==> config.mk <==
export PLATFORM = sky130hd
export DESIGN_NAME = debug_pager
export DESIGN_NICKNAME = d
export VERILOG_FILES = /design/src/rtl/debug_pager.sv
export SDC_FILE = /design/constraint.sdc
export NUM_CORES = 1
export LEC_CHECK = 0
export CAP_MARGIN = 20
export CORE_AREA = 3 3 91 93
export DETAILED_ROUTE_END_ITERATION = 8
export DIE_AREA = 0 0 94 96
export GPL_ROUTABILITY_DRIVEN = 0
export GPL_TIMING_DRIVEN = 0
export PLACE_DENSITY = 0.83
export SYNTH_ARGS = -nofsm -noshare
export SYNTH_HDL_FRONTEND = slang
export SYNTH_SLANG_ARGS = --single-unit
==> constraint.sdc <==
create_clock -name clk50M -period 5 [get_ports clk50M]
set_input_delay 0.75 -clock clk50M [delete_from_list [all_inputs] [get_ports clk50M]]
set_output_delay 0.75 -clock clk50M [all_outputs]
set_load 0.03 [all_outputs]
==> src/rtl/debug_pager.sv <==
// Debug word viewer: snapshots a 32-bit debug word, pages through its bytes with a
// debounced button, and flags changes of the displayed byte with a timed indicator.
module debug_pager #(
   parameter int unsigned DEBOUNCE_CYCLES = 500000,
   parameter int unsigned BLINK_CYCLES    = 12500000
) (
   input  logic        clk50M,
   input  logic        rst,
   input  logic [31:0] debug_in,
   input  logic        btn_next,
   input  logic        freeze,
   output logic [3:0]  nib_hi,
   output logic [3:0]  nib_lo,
   output logic [1:0]  page,
   output logic        changed,
   output logic [7:0]  led_byte
);

   localparam int DB_W = (DEBOUNCE_CYCLES > 1) ? $clog2(DEBOUNCE_CYCLES) : 1;
   localparam int BL_W = $clog2(BLINK_CYCLES + 1);

   logic            sync1, sync2;
   logic            stable, stable_d;
   logic [DB_W-1:0] db_cnt;
   logic [31:0]     snapshot;
   logic [7:0]      prev;
   logic [7:0]      sel;
   logic            page_moved;
   logic [BL_W-1:0] blink_cnt;
   logic            rise;
   logic            trigger;

   always_comb begin
      sel = 8'h00;
      case (page)
         2'd0: sel = snapshot[7:0];
         2'd1: sel = snapshot[15:8];
         2'd2: sel = snapshot[23:16];
         2'd3: sel = snapshot[31:24];
         default: sel = 8'h00;
      endcase
   end

   assign rise = stable & ~stable_d;
   // page_moved marks the first cycle showing a new page, so the byte swap is not
   // mistaken for a data change.
   assign trigger = (sel != prev) && !page_moved;

   // Button path: synchronizer, debouncer, edge detect.
   always_ff @(posedge clk50M) begin
      if (rst) begin
         sync1    <= 1'b0;
         sync2    <= 1'b0;
         stable   <= 1'b0;
         stable_d <= 1'b0;
         db_cnt   <= '0;
      end else begin
         sync1    <= btn_next;
         sync2    <= sync1;
         stable_d <= stable;
         if (sync2 == stable) begin
            db_cnt <= '0;
         end else if (db_cnt == DB_W'(DEBOUNCE_CYCLES - 1)) begin
            stable <= sync2;
            db_cnt <= '0;
         end else begin
            db_cnt <= db_cnt + 1'b1;
         end
      end
   end

   always_ff @(posedge clk50M) begin
      if (rst) begin
         page       <= 2'd0;
         page_moved <= 1'b0;
         snapshot   <= 32'h0;
         prev       <= 8'h00;
         nib_hi     <= 4'h0;
         nib_lo     <= 4'h0;
         blink_cnt  <= '0;
         changed    <= 1'b0;
         led_byte   <= 8'b0000_0001;
      end else begin
         if (rise) page <= page + 2'd1;
         page_moved <= rise;
         if (!freeze) snapshot <= debug_in;
         prev   <= sel;
         nib_hi <= sel[7:4];
         nib_lo <= sel[3:0];
         if (trigger) begin
            blink_cnt <= BL_W'(BLINK_CYCLES);
         end else if (blink_cnt != '0) begin
            blink_cnt <= blink_cnt - 1'b1;
         end
         changed  <= (blink_cnt != '0);
         led_byte <= {2'b00, stable, freeze, 4'b0001 << page};
      end
   end

endmodule
==> results of run 1 <==
-- cell families (layout without fill, tap and decap cells) --
group	after synthesis	after routing	synth area share
AO/OA/AOI/OAI	28	28	0.0515
XOR/XNOR	49	49	0.104
adder cells (fa/ha/maj)	7	7	0.0212
buffers and inverters	37	104	0.0412
flip-flops	96	96	0.465
multiplexers	41	41	0.0993
other	1	2	0.000907
AND/OR/NAND/NOR	164	164	0.217
-- where the power goes --
part           switching (mW)  internal (mW)  total, mW
registers              0.0277          0.799      0.827
logic                   0.114          0.105      0.219
clock network           0.278          0.239      0.517
total                   0.420           1.14       1.56
-- cells in the final DEF (no fill, tap or decap), types with 10 or more instances in the layout --
cell type / instances
inv_1: 14
clkbuf_1: 11
dfxtp_1: 96
nand3_1: 10
xor2_1: 14
clkdlybuf4s50_1: 51
nor3_2: 11
nor3_1: 13
nor2_1: 73
xnor2_1: 35
mux2i_1: 41
a21oi_1: 12
nor2b_1: 15
-- registers in the layout, indices dropped and copies added, names as in the netlist --
signal	cells
blink_cnt	24
changed	1
db_cnt	19
led_byte	5
nib_hi	4
nib_lo	3
page	2
page_moved	1
prev	1
snapshot	32
stable	1
stable_d	1
sync1	1
sync2	1
-- critical path: stages (launching register included) --
cell and delay (ns):
dfxtp_1 0.46, inv_1 0.13, ha_1 0.21, clkbuf_1 0.22
a222oi_1 0.53, mux2i_1 0.21, xnor2_1 0.20, nand4_1 0.18
o21bai_1 0.28, buf_2 0.27, a21oi_1 0.09
-- how the worst max path moves through the flow --
stage            start       endpoint  slack (ns)  cells past startpoint
2_1_floorplan  page[1]  blink_cnt[10]        2.66                     10
3_3_place_gp   page[0]  blink_cnt[15]        2.28                     10
3_5_place_dp   page[0]   blink_cnt[5]        2.13                     10
4_1_cts        page[0]  blink_cnt[20]        2.09                     10
5_1_grt        page[0]  blink_cnt[20]        1.84                     10
6_report       page[0]  blink_cnt[20]        2.08                     10
-- Yosys cell counts, types with 2 or more instances --
library cell  instances
nor2b_1              15
nor2_1               73
or2_2                 2
o21ai_2               2
nand4_1               9
nor3_1               13
clkbuf_1             10
a21oi_1              12
nand2_1               8
buf_2                 4
and4_1                2
nor4_1                4
buf_6                 2
xnor2_1              35
mux2i_1              41
a222oi_1              8
nor3b_1               3
nand3_1              10
ha_1                  7
nor3_2               11
inv_1                14
buf_1                 4
buf_4                 3
dfxtp_1              96
xor2_1               14
or3_1                 3
nor4_2                3
and3_1                2
-- area by class of cell --
class | count | area, sq um | share of cell area
multi-input cells | 291 | 2050 | 0.411
flip-flops and latches | 96 | 1920 | 0.386
repair buffers | 51 | 510 | 0.103
clock buffers | 10 | 128 | 0.0256
well taps | 102 | 128 | 0.0256
plain buffers | 23 | 118 | 0.0236
clock inverters | 6 | 75.1 | 0.0151
inverters | 14 | 52.6 | 0.0106
-- through the flow --
step	power [mW]	utilization	hold WS, ns	area [sq um]	std cells
2_1_floorplan	0.994	-	0.414	4140	424
3_3_place_gp	1.06	0.628	0.419	4780	577
3_5_place_dp	1.06	0.628	0.434	4780	577
4_1_cts	1.58	0.654	0.458	4980	593
5_1_grt	1.64	0.654	0.489	4980	593
6_report	1.56	0.654	0.453	4980	593
-- metal layers --
metal / part of all wire / global-route usage
met4: 0.019 / 0.0758
met5: 0 / 0
met3: 0.050 / 0.0493
met2: 0.50 / 0.346
met1: 0.43 / 0.258
==> results.ini, run 1 <==
[run_status]
status = complete, no violations

[clock_tree]
cts_resized = 0
cts_tree = done
insertion_delay_ns = 0.37
hold_buffers = 0
clockRootBuffer = clkbuf_8
post-cts-setup-buffers = 0
numClockSinks = 96
cts.clk_slew.worst_paths_ns = 0.10
clockBufferDepth = 2
cts_max_level = 3
cts_buffers = 9

[layout]
syn_to_final_growth_pct = 20.4
nFillCells = 624
diodes = 0
nets = 529
drive_above_1_share = 0.0957

[timing]
hold_viol = 0
rsz0062_at_grt = false
final_max_slew_viol_count = 0
period_minus_slack_ns = 2.92
finalCritPeriodShare = 0.584
setup_viol = 0
final.setup.worst_slack_ns = 2.08
relSlewSlack = 0.485
worst_pin_slew_ns = 0.773
fin_skew_ns = 0.0126
setup_tns_ns = 0
fmax_mhz = 343

[floorplan]
placementRows = 32
fp.coreArea_sq_um = 7610
initial_utilization = 0.543
die_h_um = 96
boundaryPins = 55
dieWidth_um = 94
dieArea_sq_um = 9020

[route]
drt_iter0_drc = 122
wl_per_cell_um = 14.6
finalWirelength_um = 8650
antenna_left = 0
routed-via-count = 3153
first_pass_iters = 5
drc = 0
viasPerCell = 5.32

[pwr]
p_per_area_nw_per_um2 = 314
leakagePower_nw = 1.86
ir_worst_vdd_mv = 0.214

[placement]
dp_hpwl_um = 6470
portBuffers = 51
place_ws_ns = 2.13

[grt]
grt_max_degree = 18
grt_pass1_wl_um = 14500
grt_pass1_vias = 3135
overflow = 0
grt.total_usage = 0.206
antenna_found_initial = 0

[synthesis]
yosysTopAreaCell = dfxtp_1
synth.distinct_cells = 41
ys_seq_area_frac = 0.465
synthFlopType = dfxtp_1
synth-edff-count = 0
synth_warnings = 0
synthTopCellsByArea = dfxtp_1 (46%), mux2i_1 (9.9%), xnor2_1 (7.4%)
netlist_area_sq_um = 4130
syn_inst = 423
yosys.area.top_type_share = 0.465
syn_area_per_cell_sq_um = 9.77
async_flop_share = 0
ys_ff_latch = 96

[worst_setup_path]
reg2reg_to = blink_cnt[20]
critPathCaptureType = flop
rr_startpoint = page[0]
ff2ff_path_depth = 10
r2r_slack_ns = 2.08
path_class = reg2reg
arrival_ns = 3.15
worstPathRequired_ns = 5.23
critPathMaxFanout = 10
startpoint_type = flop

[min_path]
min_path_type = reg2reg
hold_depth = 1
hold_start = stable_d
whs_endpoint = page_moved

[run]
drv_cap = 0

(Power assumes the default switching activity.)
==> run 2, diff against run 1 <==
==> constraint.sdc (replaced) <==
create_clock -name clk50M -period 2.7 [get_ports clk50M]
set_input_delay 0.405 -clock clk50M [delete_from_list [all_inputs] [get_ports clk50M]]
set_output_delay 0.405 -clock clk50M [all_outputs]
set_load 0.03 [all_outputs]
==> results.ini, run 2 (synthesized netlist as in run 1, its figures left out) <==
[clock_tree]
insertion_delay_ns = 0.37  ; about the same
clockBufferDepth = 2  ; unchanged
numClockSinks = 96  ; unchanged
cts.clk_slew.worst_paths_ns = 0.10  ; about the same
clockRootBuffer = clkbuf_8
hold_buffers = 0  ; unchanged
cts_tree = done
cts_buffers = 9  ; unchanged
cts_max_level = 3  ; unchanged

[grt]
grt.busiest_layer = met2
grt_pass1_vias = 3132  ; -0.096%
grt_pass1_wl_um = 14500  ; about the same
grt_max_degree = 18  ; unchanged
gr-usage-met1 = 0.258  ; unchanged
grt.met3_usage = 0.0493  ; unchanged
grt.total_usage = 0.206  ; about the same
overflow = 0  ; unchanged
met2_usage = 0.346  ; unchanged
antenna_found_initial = 0  ; unchanged

[route]
drc = 0  ; unchanged
wl_per_cell_um = 15.0  ; +2.7%
routed-via-count = 3183  ; +0.95%
antenna_left = 0  ; unchanged
drt_iter0_drc = 124  ; +1.6%
viasPerCell = 5.37  ; +0.95%
finalWirelength_um = 8880  ; +2.7%
first_pass_iters = 4  ; -1

[timing]
final.setup.worst_slack_ns = 0.112  ; -1.97 ns
setup_viol = 0  ; unchanged
rsz0062_at_grt = false
hold_viol = 0  ; unchanged
final_max_slew_viol_count = 0  ; unchanged
fmax_mhz = 386  ; +13%
period_minus_slack_ns = 2.59  ; -0.330 ns
fin_skew_ns = 0.0146  ; +0.00198 ns
holdWs_ns = 0.455  ; +0.00273 ns
worst_pin_slew_ns = 0.862  ; +0.0892 ns
relSlewSlack = 0.425  ; -0.0595
finalCritPeriodShare = 0.959  ; +0.375

[layout]
layout_common_cells = dfxtp_1 (94), nor2_1 (73), clkdlybuf4s50_1 (51), mux2i_1 (41), xnor2_1 (35)
syn_to_final_growth_pct = 22.3
reg_top3 = snapshot (32), blink_cnt (24), db_cnt (19)
largest_register_ffs = 32  ; unchanged
diodes = 0  ; unchanged
largest-register = snapshot
nets = 529  ; unchanged
utilization = 0.665  ; +0.0104
layout_commonest_cell = dfxtp_1
drive_above_1_share = 0.116  ; +0.0204

[floorplan]
placementRows = 32  ; unchanged
initial_utilization = 0.543  ; unchanged
dieWidth_um = 94  ; unchanged
die_h_um = 96  ; unchanged
boundaryPins = 55  ; unchanged
dieArea_sq_um = 9020  ; unchanged
fp.coreArea_sq_um = 7610  ; unchanged

[pwr]
ir_worst_vdd_mv = 0.397  ; +86%
p_per_area_nw_per_um2 = 581  ; +85%
p_total_mw = 2.94  ; +88%
leakagePower_nw = 1.90  ; +2.1%

[worst_setup_path]
worstPathRequired_ns = 3.00  ; -2.23 ns
startpoint_type = flop
r2r_slack_ns = 0.11  ; -1.97 ns
path_class = reg2reg
critPathMaxFanout = 8  ; -2
arrival_ns = 2.89  ; -0.26 ns
critPathCaptureType = flop

[placement]
place_ws_ns = -0.166  ; -2.30 ns
dp_hpwl_um = 6470  ; unchanged
portBuffers = 51  ; unchanged

[run_status]
status = complete, no violations

[min_path]
min_path_type = reg2reg

[run]
drv_cap = 0  ; unchanged

## run 2: power by group
part	switching, mW	leakage [nW]	total (mW)	internal, mW
clock network	0.520	0.0994	0.963	0.443
registers	0.0513	0.788	1.53	1.48
logic	0.229	1.01	0.444	0.215
## run 2: repair_timing
| item | in CTS | in global routing |
|---|---|---|
| endpoints found under the setup margin | 21 | 21 |
| resized for setup | 7 | 11 |
| pin swaps | 4 | 6 |
| cloned | 0 | 1 |
| setup buffers | 0 | 2 |
## run 2: final timing paths
kind,from,end,cells after the start
setup reg to reg,page[1],blink_cnt[8],9
hold reg to reg,stable_d,page_moved,1
setup / recovery,page[1],blink_cnt[8],9
hold / removal,stable_d,page_moved,1
## run 2: worst max-delay path, cell delays in order (launching register included)
cell       delay (ns)
dfxtp_4          0.39
inv_4            0.05
ha_2             0.23
a222oi_1         0.60
mux2i_1          0.21
xnor2_1          0.20
nand4_1          0.21
o21ba_4          0.31
clkbuf_16        0.17
nor3_2           0.15
## run 2: through the flow
step / setup TNS [ns] / instance area (sq um) / std cells
floorplan: 0 / 4140 / 424
global placement: -0.158 / 4780 / 577
global route: 0 / 5060 / 593
finish: 0 / 5060 / 593
CTS: 0 / 4990 / 592
detailed placement: -2.00 / 4780 / 577
## run 2: metal layers
layer  routed length (um)  share of wire  up-vias
li1                     -              -     1567
met2                 4400           0.50       81
met5                    0              0        -
met1                 3900           0.44     1518
met4                  174          0.020        0
met3                  407          0.046       17
## run 2: final cells by class
| class | instances | area (sq um) |
|---|---|---|
| fill | 609 | 2550 |
| multi-input combinational | 291 | 2080 |
| sequential | 96 | 1930 |
| timing repair buffer | 54 | 551 |
| clock buffer | 10 | 128 |
| tap | 102 | 128 |
| buffer | 20 | 110 |
| clock inverter | 6 | 75.1 |
| inverter | 14 | 55.1 |
==> run 3, diff against run 2 <==
--- a/config.mk
+++ b/config.mk
@@ -5,7 +5,6 @@
 export SDC_FILE = /design/constraint.sdc
 export NUM_CORES = 1
 export LEC_CHECK = 0
-export CAP_MARGIN = 20
 export CORE_AREA = 3 3 91 93
 export DETAILED_ROUTE_END_ITERATION = 8
 export DIE_AREA = 0 0 94 96
==> results of run 3 <==
Final layout, timing and power as in run 2 (identical DEF).
